## config.mk

```make
export PLATFORM = sky130hd
export DESIGN_NAME = dmem_arbiter_flat
export DESIGN_NICKNAME = d
export VERILOG_FILES = /design/src/rtl/dmem_arbiter_if.sv /design/src/rtl/dmem_arbiter.sv /design/src/flat_wrapper.sv
export SDC_FILE = /design/constraint.sdc
export NUM_CORES = 1
export LEC_CHECK = 0
export ABC_CLOCK_PERIOD_IN_PS = 4400
export BUFFER_PORTS_ARGS = -buffer_cell sky130_fd_sc_hd__clkbuf_2
export CAP_MARGIN = 20
export CORE_AREA = 2 2 227 229
export DETAILED_ROUTE_END_ITERATION = 16
export DIE_AREA = 0 0 229 231
export PLACE_DENSITY = 0.5
export SLEW_MARGIN = 20
export SYNTH_ARGS = -nofsm -noshare
export SYNTH_HDL_FRONTEND = slang
export SYNTH_SLANG_ARGS = --single-unit
```

## constraint.sdc

```tcl
create_clock -name clk -period 4.4 [get_ports clk]
set_clock_uncertainty 0.05 [all_clocks]
set_input_delay 0.44 -clock clk [delete_from_list [all_inputs] [get_ports clk]]
set_output_delay 0.44 -clock clk [all_outputs]
set_load 0.01 [all_outputs]
```

## src/rtl/dmem_arbiter_if.sv

```systemverilog
// Requester handshakes and memory port shared by the two masters, the arbiter and Data_Memory.
// slave = arbiter side; master = requesters plus memory side.
interface dmem_arbiter_if #(
  parameter int ADDR_W = 64,
  parameter int DATA_W = 64
);
  logic              r0_req,   r1_req;
  logic              r0_we,    r1_we;
  logic [ADDR_W-1:0] r0_addr,  r1_addr;
  logic [DATA_W-1:0] r0_wdata, r1_wdata;
  logic              r0_ack,   r1_ack;
  logic [DATA_W-1:0] r0_rdata, r1_rdata;
  logic              r0_err,   r1_err;
  logic [ADDR_W-1:0] Mem_Addr;
  logic [DATA_W-1:0] Write_Data;
  logic              MemWrite;
  logic              MemRead;
  logic [DATA_W-1:0] Read_Data;

  modport slave (
    input  r0_req, r1_req, r0_we, r1_we, r0_addr, r1_addr, r0_wdata, r1_wdata, Read_Data,
    output r0_ack, r1_ack, r0_rdata, r1_rdata, r0_err, r1_err,
           Mem_Addr, Write_Data, MemWrite, MemRead
  );

  modport master (
    output r0_req, r1_req, r0_we, r1_we, r0_addr, r1_addr, r0_wdata, r1_wdata, Read_Data,
    input  r0_ack, r1_ack, r0_rdata, r1_rdata, r0_err, r1_err,
           Mem_Addr, Write_Data, MemWrite, MemRead
  );
endinterface

```

## src/rtl/dmem_arbiter.sv

```systemverilog
// Round-robin two-requester arbiter and access sequencer for the single-ported Data_Memory.
// Optional address range/alignment rejection: define DMEM_ARB_CHECK_EN.
module dmem_arbiter #(
  parameter int ADDR_W    = 64,
  parameter int DATA_W    = 64,
  parameter int MEM_BYTES = 64
) (
  input  logic            clk,
  input  logic            reset,
  dmem_arbiter_if.slave   bus,
  output logic            busy
);

  typedef enum logic [1:0] {
    IDLE   = 2'b00,
    ACCESS = 2'b01,
    RESP   = 2'b10
  } state_t;

  if (MEM_BYTES < 8) begin : g_bad_mem_bytes
    $error("dmem_arbiter: MEM_BYTES must hold at least one double word");
  end

  state_t            state, state_nx;
  logic              prio;
  logic              g_id;
  logic              g_we;
  logic [ADDR_W-1:0] g_addr;
  logic [DATA_W-1:0] g_wdata;
  logic [DATA_W-1:0] rdata0, rdata1;

  logic              grant;
  logic              gnt_id;
  logic              gnt_bad;

  always_comb begin
    grant  = bus.r0_req | bus.r1_req;
    gnt_id = (bus.r0_req & bus.r1_req) ? prio : bus.r1_req;
  end

`ifdef DMEM_ARB_CHECK_EN
  localparam logic [ADDR_W-1:0] ADDR_MAX = ADDR_W'(MEM_BYTES - 8);
  logic [ADDR_W-1:0] gnt_addr;
  logic              g_err;

  always_comb begin
    gnt_addr = gnt_id ? bus.r1_addr : bus.r0_addr;
    gnt_bad  = (gnt_addr[2:0] != 3'b000) || (gnt_addr > ADDR_MAX);
  end
`else
  always_comb gnt_bad = 1'b0;
`endif

  always_ff @(posedge clk or negedge reset) begin
    if (!reset) state <= IDLE;
    else        state <= state_nx;
  end

  always_comb begin
    state_nx = state;
    unique case (state)
      IDLE:    if (grant) state_nx = gnt_bad ? RESP : ACCESS;
      ACCESS:  state_nx = RESP;
      RESP:    state_nx = IDLE;
      default: state_nx = IDLE;
    endcase
  end

  // Strobes and acks come from state and latched fields only, so a reset
  // mid-ACCESS removes MemWrite before the closing edge.
  always_comb begin
    busy           = (state != IDLE);
    bus.Mem_Addr   = '0;
    bus.Write_Data = '0;
    bus.MemWrite   = 1'b0;
    bus.MemRead    = 1'b0;
    bus.r0_ack     = 1'b0;
    bus.r1_ack     = 1'b0;
    if (state == ACCESS) begin
      bus.Mem_Addr   = g_addr;
      bus.Write_Data = g_wdata;
      bus.MemWrite   = g_we;
      bus.MemRead    = ~g_we;
    end
    if (state == RESP) begin
      bus.r0_ack = ~g_id;
      bus.r1_ack = g_id;
    end
  end

`ifdef DMEM_ARB_CHECK_EN
  always_comb begin
    bus.r0_err = bus.r0_ack & g_err;
    bus.r1_err = bus.r1_ack & g_err;
  end
`else
  always_comb begin
    bus.r0_err = 1'b0;
    bus.r1_err = 1'b0;
  end
`endif

  always_comb begin
    bus.r0_rdata = rdata0;
    bus.r1_rdata = rdata1;
  end

  always_ff @(posedge clk or negedge reset) begin
    if (!reset) begin
      prio    <= 1'b0;
      g_id    <= 1'b0;
      g_we    <= 1'b0;
      g_addr  <= '0;
      g_wdata <= '0;
      rdata0  <= '0;
      rdata1  <= '0;
`ifdef DMEM_ARB_CHECK_EN
      g_err   <= 1'b0;
`endif
    end else if (state == IDLE && grant) begin
      prio    <= ~gnt_id;
      g_id    <= gnt_id;
      g_we    <= gnt_id ? bus.r1_we    : bus.r0_we;
      g_addr  <= gnt_id ? bus.r1_addr  : bus.r0_addr;
      g_wdata <= gnt_id ? bus.r1_wdata : bus.r0_wdata;
`ifdef DMEM_ARB_CHECK_EN
      g_err   <= gnt_bad;
      if (gnt_bad) begin
        if (gnt_id) rdata1 <= '0;
        else        rdata0 <= '0;
      end
`endif
    end else if (state == ACCESS && !g_we) begin
      if (g_id) rdata1 <= bus.Read_Data;
      else      rdata0 <= bus.Read_Data;
    end
  end

endmodule
```

## src/flat_wrapper.sv

```systemverilog
// flat-port wrapper written by rule: the top's interface ports become plain ports
module dmem_arbiter_flat 
#(
  parameter int ADDR_W    = 64,
  parameter int DATA_W    = 64,
  parameter int MEM_BYTES = 64
)
  (clk, reset, busy, bus_r0_req, bus_r1_req, bus_r0_we, bus_r1_we, bus_r0_addr, bus_r1_addr, bus_r0_wdata, bus_r1_wdata, bus_Read_Data, bus_r0_ack, bus_r1_ack, bus_r0_rdata, bus_r1_rdata, bus_r0_err, bus_r1_err, bus_Mem_Addr, bus_Write_Data, bus_MemWrite, bus_MemRead);
  dmem_arbiter_if #(.ADDR_W(ADDR_W), .DATA_W(DATA_W)) bus_i ();
  input  logic clk;
  input  logic reset;
  output logic busy;
  input wire logic [$bits(bus_i.r0_req)-1:0] bus_r0_req;
  input wire logic [$bits(bus_i.r1_req)-1:0] bus_r1_req;
  input wire logic [$bits(bus_i.r0_we)-1:0] bus_r0_we;
  input wire logic [$bits(bus_i.r1_we)-1:0] bus_r1_we;
  input wire logic [$bits(bus_i.r0_addr)-1:0] bus_r0_addr;
  input wire logic [$bits(bus_i.r1_addr)-1:0] bus_r1_addr;
  input wire logic [$bits(bus_i.r0_wdata)-1:0] bus_r0_wdata;
  input wire logic [$bits(bus_i.r1_wdata)-1:0] bus_r1_wdata;
  input wire logic [$bits(bus_i.Read_Data)-1:0] bus_Read_Data;
  output wire logic [$bits(bus_i.r0_ack)-1:0] bus_r0_ack;
  output wire logic [$bits(bus_i.r1_ack)-1:0] bus_r1_ack;
  output wire logic [$bits(bus_i.r0_rdata)-1:0] bus_r0_rdata;
  output wire logic [$bits(bus_i.r1_rdata)-1:0] bus_r1_rdata;
  output wire logic [$bits(bus_i.r0_err)-1:0] bus_r0_err;
  output wire logic [$bits(bus_i.r1_err)-1:0] bus_r1_err;
  output wire logic [$bits(bus_i.Mem_Addr)-1:0] bus_Mem_Addr;
  output wire logic [$bits(bus_i.Write_Data)-1:0] bus_Write_Data;
  output wire logic [$bits(bus_i.MemWrite)-1:0] bus_MemWrite;
  output wire logic [$bits(bus_i.MemRead)-1:0] bus_MemRead;
  assign bus_i.r0_req = bus_r0_req;
  assign bus_i.r1_req = bus_r1_req;
  assign bus_i.r0_we = bus_r0_we;
  assign bus_i.r1_we = bus_r1_we;
  assign bus_i.r0_addr = bus_r0_addr;
  assign bus_i.r1_addr = bus_r1_addr;
  assign bus_i.r0_wdata = bus_r0_wdata;
  assign bus_i.r1_wdata = bus_r1_wdata;
  assign bus_i.Read_Data = bus_Read_Data;
  assign bus_r0_ack = bus_i.r0_ack;
  assign bus_r1_ack = bus_i.r1_ack;
  assign bus_r0_rdata = bus_i.r0_rdata;
  assign bus_r1_rdata = bus_i.r1_rdata;
  assign bus_r0_err = bus_i.r0_err;
  assign bus_r1_err = bus_i.r1_err;
  assign bus_Mem_Addr = bus_i.Mem_Addr;
  assign bus_Write_Data = bus_i.Write_Data;
  assign bus_MemWrite = bus_i.MemWrite;
  assign bus_MemRead = bus_i.MemRead;
  dmem_arbiter #(.ADDR_W(ADDR_W), .DATA_W(DATA_W), .MEM_BYTES(MEM_BYTES)) u_core (.clk(clk), .reset(reset), .bus(bus_i), .busy(busy));
endmodule
```

=== Word-level counts from Yosys, hierarchy flattened ===
Cells that the tools add are included.

* Flip-flop bits (word level): 261
* Bits in latches: 0
* Bits in writable memories: 0
* ROM bits: 0
* Input bits: 326
* Output and inout port bits: 263
* Memories kept: 0

* Add/subtract/negate cells: 0
* Multipliers: 0
* Div/mod/pow operators: 0
* $lt $le $gt $ge: 0
* Equality and inequality tests: 3
* Shift operators: 0
* Mux-type cells: 12
* Bitwise gates (word level): 6
* Reductions and logical operators: 7

{| class="wikitable"
|+ Operators by type and width
! kind !! number
|-
| 2-to-1 mux 64 bit || 4
|-
| 2-to-1 mux 1 bit || 6
|-
| AND reduction 3 bit || 2
|-
| NOT 1 bit || 4
|-
| case mux 2 bit (2 select lines) || 1
|-
| == test 2 x 1 -> 1 bit (second input constant) || 1
|-
| == test 2 bit (second input constant) || 1
|-
| logical AND 1 bit || 2
|-
| logical NOT 2 bit || 1
|-
| 2-to-1 mux 2 bit || 1
|-
| != test 2 x 1 -> 1 bit (second input constant) || 1
|-
| nonzero test 2 bit || 1
|-
| AND 1 bit || 1
|-
| logical NOT 1 bit || 1
|-
| bitwise OR 1 bit || 1
|}

=== Longest topological paths before layout ===
* Word-level depth: 4
* Gate-level depth with buffers: 6
* Mapped depth without buffers: 4

=== Least setup slack after synthesis ===
No wires, ideal clock.

* Path kind: register -> output
* Start point: register u_core.state[1]
* End point: output port bus_Mem_Addr[17]
* Arrival: 1348 ps
* Data required time: 3910 ps
* Setup slack: 2562 ps
* Cell stages (with the launch flop): 6
* Cells stage by stage: dfrtp_1 nand2b_1 inv_1 clkbuf_1 clkbuf_1 and2_1

* Word-level cells in the longest chain between the ends: 2

{| class="wikitable"
|+ Ends and longest elaborated chain
! element !! line !! RTL
|-
| from (decl) || dmem_arbiter.sv:24 || <nowiki>state_t state, state_nx;</nowiki>
|-
| from (signal assigned) || dmem_arbiter.sv:56 || <nowiki>else state <= state_nx;</nowiki>
|-
| == test 2 x 1 -> 1 bit || dmem_arbiter.sv:79 || <nowiki>if (state == ACCESS) begin</nowiki>
|-
| 2-to-1 mux 64 bit || dmem_arbiter.sv:79 ||
|-
| to (decl) || flat_wrapper.sv:28 || <nowiki>output wire logic [$bits(bus_i.Mem_Addr)-1:0] bus_Mem_Addr;</nowiki>
|}

No other way between the ends.

=== Final worst setup path ===
* Start point: register u_core.state[1]
* End point: output port bus_Write_Data[12]

* Word-level cells in the longest chain between the ends: 2

{| class="wikitable"
|+ Ends and longest elaborated chain
! element !! line !! RTL
|-
| == test 2 x 1 -> 1 bit || dmem_arbiter.sv:79 ||
|-
| 2-to-1 mux 64 bit || dmem_arbiter.sv:79 ||
|-
| to (decl) || flat_wrapper.sv:29 || <nowiki>output wire logic [$bits(bus_i.Write_Data)-1:0] bus_Write_Data;</nowiki>
|}

No other way between the ends.

==> results.cfg <==
[die]
rows = 83
die_w_um = 229
dieArea_um2 = 52900
core_um2 = 50700
fp.dieH_um = 231
start_util_pct = 22.9
io_pins = 589

[drt]
drtAntennaViolNets = 0
post_drt_via_cell_ratio = 4.56
wirelength_um = 41600
drc = 0
wl_per_cell_um = 19.4
vias = 9810
drt_iter0_drc = 466
dr.pass1.iters = 4

[global_routing]
antenna_found_initial = 5
grt_most_used_layer = met2
grt_use_met3_pct = 4.50
track_usage_pct = 15.1
grt_pass1_vias = 10200
overflow = 0
grt_pass1_wl_um = 63100
grt_max_degree = 119
grt_util_met2_pct = 24.8
met1_usage_pct = 18.8

[outcome]
status = finished clean

[clock_tree]
tritoncts = built
hold_buffers = 20
path_clk_slew_ps = 60
clock_sinks = 261
postCtsSetupBuffers = 0
htreeDepth = 1
numCtsBuffers = 30
cts_buffer_depth = 3
cts-resized-gates = 0
insertion_delay_ps = 570
cts_root_buf = clkbuf_16

[worst_setup_path]
cp-start-kind = flop
cp.required_ps = 3910
worstPathMaxFanout = 68
cp_data_arrival_time_ps = 2840
crit_path_start = u_core.state[1]
crit_path_end_kind = output pin
rr_startpoint = u_core.state[1]
critPathKind = reg2out

[final_layout]
fillers = 5244
finalNetCount = 1772
drive_gt1_share_pct = 52.3
regArea_um2 = 6530
area_growth_pct = 40.6
post-route-util_pct = 32.2
multi_input_area_um2 = 4640

[synthesis]
yosys_warnings = 0
syn_area_um2 = 11600
ys_ff_latch = 261
syn_inst = 881
ys_seq_area_share_pct = 56.3
yosysUniqueCellTypes = 23
avgSynthCellArea_um2 = 13.2

[power_and_ir_drop]
p_leak_nw = 7.95
peakVddDrop_mv = 0.298
total_power_mw = 11.8
power_density_nw_per_um2 = 726

[sta]
drv_slew = 0
period_minus_slack_ps = 3330
fmax_ghz = 0.300
timing.final.crit_share_pct = 75.8
grt_setup_unrepaired = no
finalSetupViolations = 0
max_slew_margin_pct = 36.0
hold_viol_final = 0
fin_tns_setup_ps = 0
worst_pin_slew_ps = 960

[worst_hold_path]
hp-class = in2reg
hp-start = bus_Read_Data[11]

[place]
dp_hpwl_um = 29300
gp_congestion = 0.781
place.port_buffers = 586

[run]
cap_viol_max_count = 0
-- flip-flops by register name, indices dropped and copies added (netlist names) --
signal               count
u_core.bus.r0_rdata     64
u_core.bus.r1_rdata     64
u_core.g_addr           64
u_core.g_id              1
u_core.g_wdata          64
u_core.g_we              1
u_core.prio              1
u_core.state             2
-- metrics by stage --
step	worst slack, ps	instances	cell area (um2)	hold WS [ps]
final	1070	2151	16300	47.5
after global routing	826	2149	16300	2.82
after CTS	993	2146	16300	0.172
after detailed placement	1640	2074	15100	425
after global placement	1720	2074	15100	419
after floorplan	2560	882	11600	94.4
-- area by class of cell --
type                            count  area share (%)
Inverter                            2          0.0691
Clock inverter                      5           0.223
Clock buffer                       47            5.61
Multi-Input combinational cell    534            28.5
Timing Repair Buffer              617            20.2
Tap cell                          680            5.22
Antenna cell                        5          0.0768
Sequential cell                   261            40.1
-- routing by layer --
layer | part of all wire [%] | vias up
met1 | 40 | 4827
met5 | 0.031 | -
met3 | 8.6 | 82
met4 | 3.9 | 2
li1 | - | 4409
met2 | 47 | 490
-- final timing paths --
kind	end	slack (ps)	cells after the start
worst max-delay path	bus_Write_Data[12]	1070	5
worst min-delay path	u_core.bus.r0_rdata[11]	50	2
worst max register to register	u_core.g_addr[8]	1410	5
worst min register to register	u_core.bus.r0_rdata[5]	440	1
max in group asynchronous	u_core.bus.r0_rdata[33]	2830	3
min in group asynchronous	u_core.bus.r1_rdata[31]	470	2
-- placed cells by master (no fill, tap or decap), types with 2 or more instances in the layout --
| cell type | Yosys | layout |
|---|---|---|
| dlygate4sd3_1 | 0 | 20 |
| buf_12 | 0 | 6 |
| o21a_1 | 130 | 130 |
| diode_2 | 0 | 5 |
| clkbuf_2 | 0 | 585 |
| clkbuf_16 | 0 | 30 |
| conb_1 | 1 | 2 |
| buf_4 | 8 | 5 |
| and3_4 | 0 | 2 |
| dfrtp_1 | 261 | 261 |
| nand2_1 | 2 | 2 |
| nand2b_1 | 2 | 2 |
| mux2_1 | 10 | 10 |
| a221o_1 | 129 | 129 |
| clkbuf_8 | 0 | 10 |
| clkbuf_1 | 29 | 7 |
| clkinv_2 | 0 | 5 |
| nor2_1 | 4 | 3 |
| mux2_2 | 118 | 118 |
| and2_1 | 129 | 129 |
-- cells by family (layout without fill, tap and decap cells) --
| group | count (synthesis) | count (layout) | share of synthesized area (%) |
|---|---|---|---|
| AO/OA/AOI/OAI | 260 | 260 | 19.6 |
| buffers and inverters | 87 | 671 | 3.87 |
| AND/OR/NAND/NOR | 144 | 144 | 7.76 |
| other | 1 | 7 | 0.0323 |
| multiplexers | 128 | 128 | 12.4 |
| flip-flops | 261 | 261 | 56.3 |
-- where the power goes --
part / total (mW) / switching [mW] / internal [mW]
combinational: 5.11 / 2.56 / 2.55
clock: 2.41 / 1.00 / 1.41
sequential: 4.31 / 0.692 / 3.61
total: 11.8 / 4.26 / 7.57
-- synthesized netlist by cell type --
cell type / n / share of area, %
dfrtp_1: 261 / 56
o21a_1: 130 / 8.4
a221o_1: 129 / 11
and2_1: 129 / 7.0
mux2_2: 118 / 11
buf_2: 38 / 1.6
clkbuf_1: 29 / 0.94
mux2_1: 10 / 0.97
buf_4: 8 / 0.52
buf_6: 6 / 0.58
buf_1: 4 / 0.13
nor2_1: 4 / 0.13
and3_1: 2 / 0.11
nand2_1: 2 / 0.065
nand2b_1: 2 / 0.11
nor3b_1: 2 / 0.13
and3b_1: 1 / 0.076
conb_1: 1 / 0.032
inv_1: 1 / 0.032
inv_2: 1 / 0.032
nand3_1: 1 / 0.043
nor3_4: 1 / 0.14
o21ai_0: 1 / 0.043
-- critical path: stages (launching register included) --
cell	delay, ps
dfrtp_1	360
nand2b_1	260
clkinv_2	750
buf_12	480
and2_1	210
clkbuf_2	120
No activity file was read; power rests on OpenSTA's default activity.
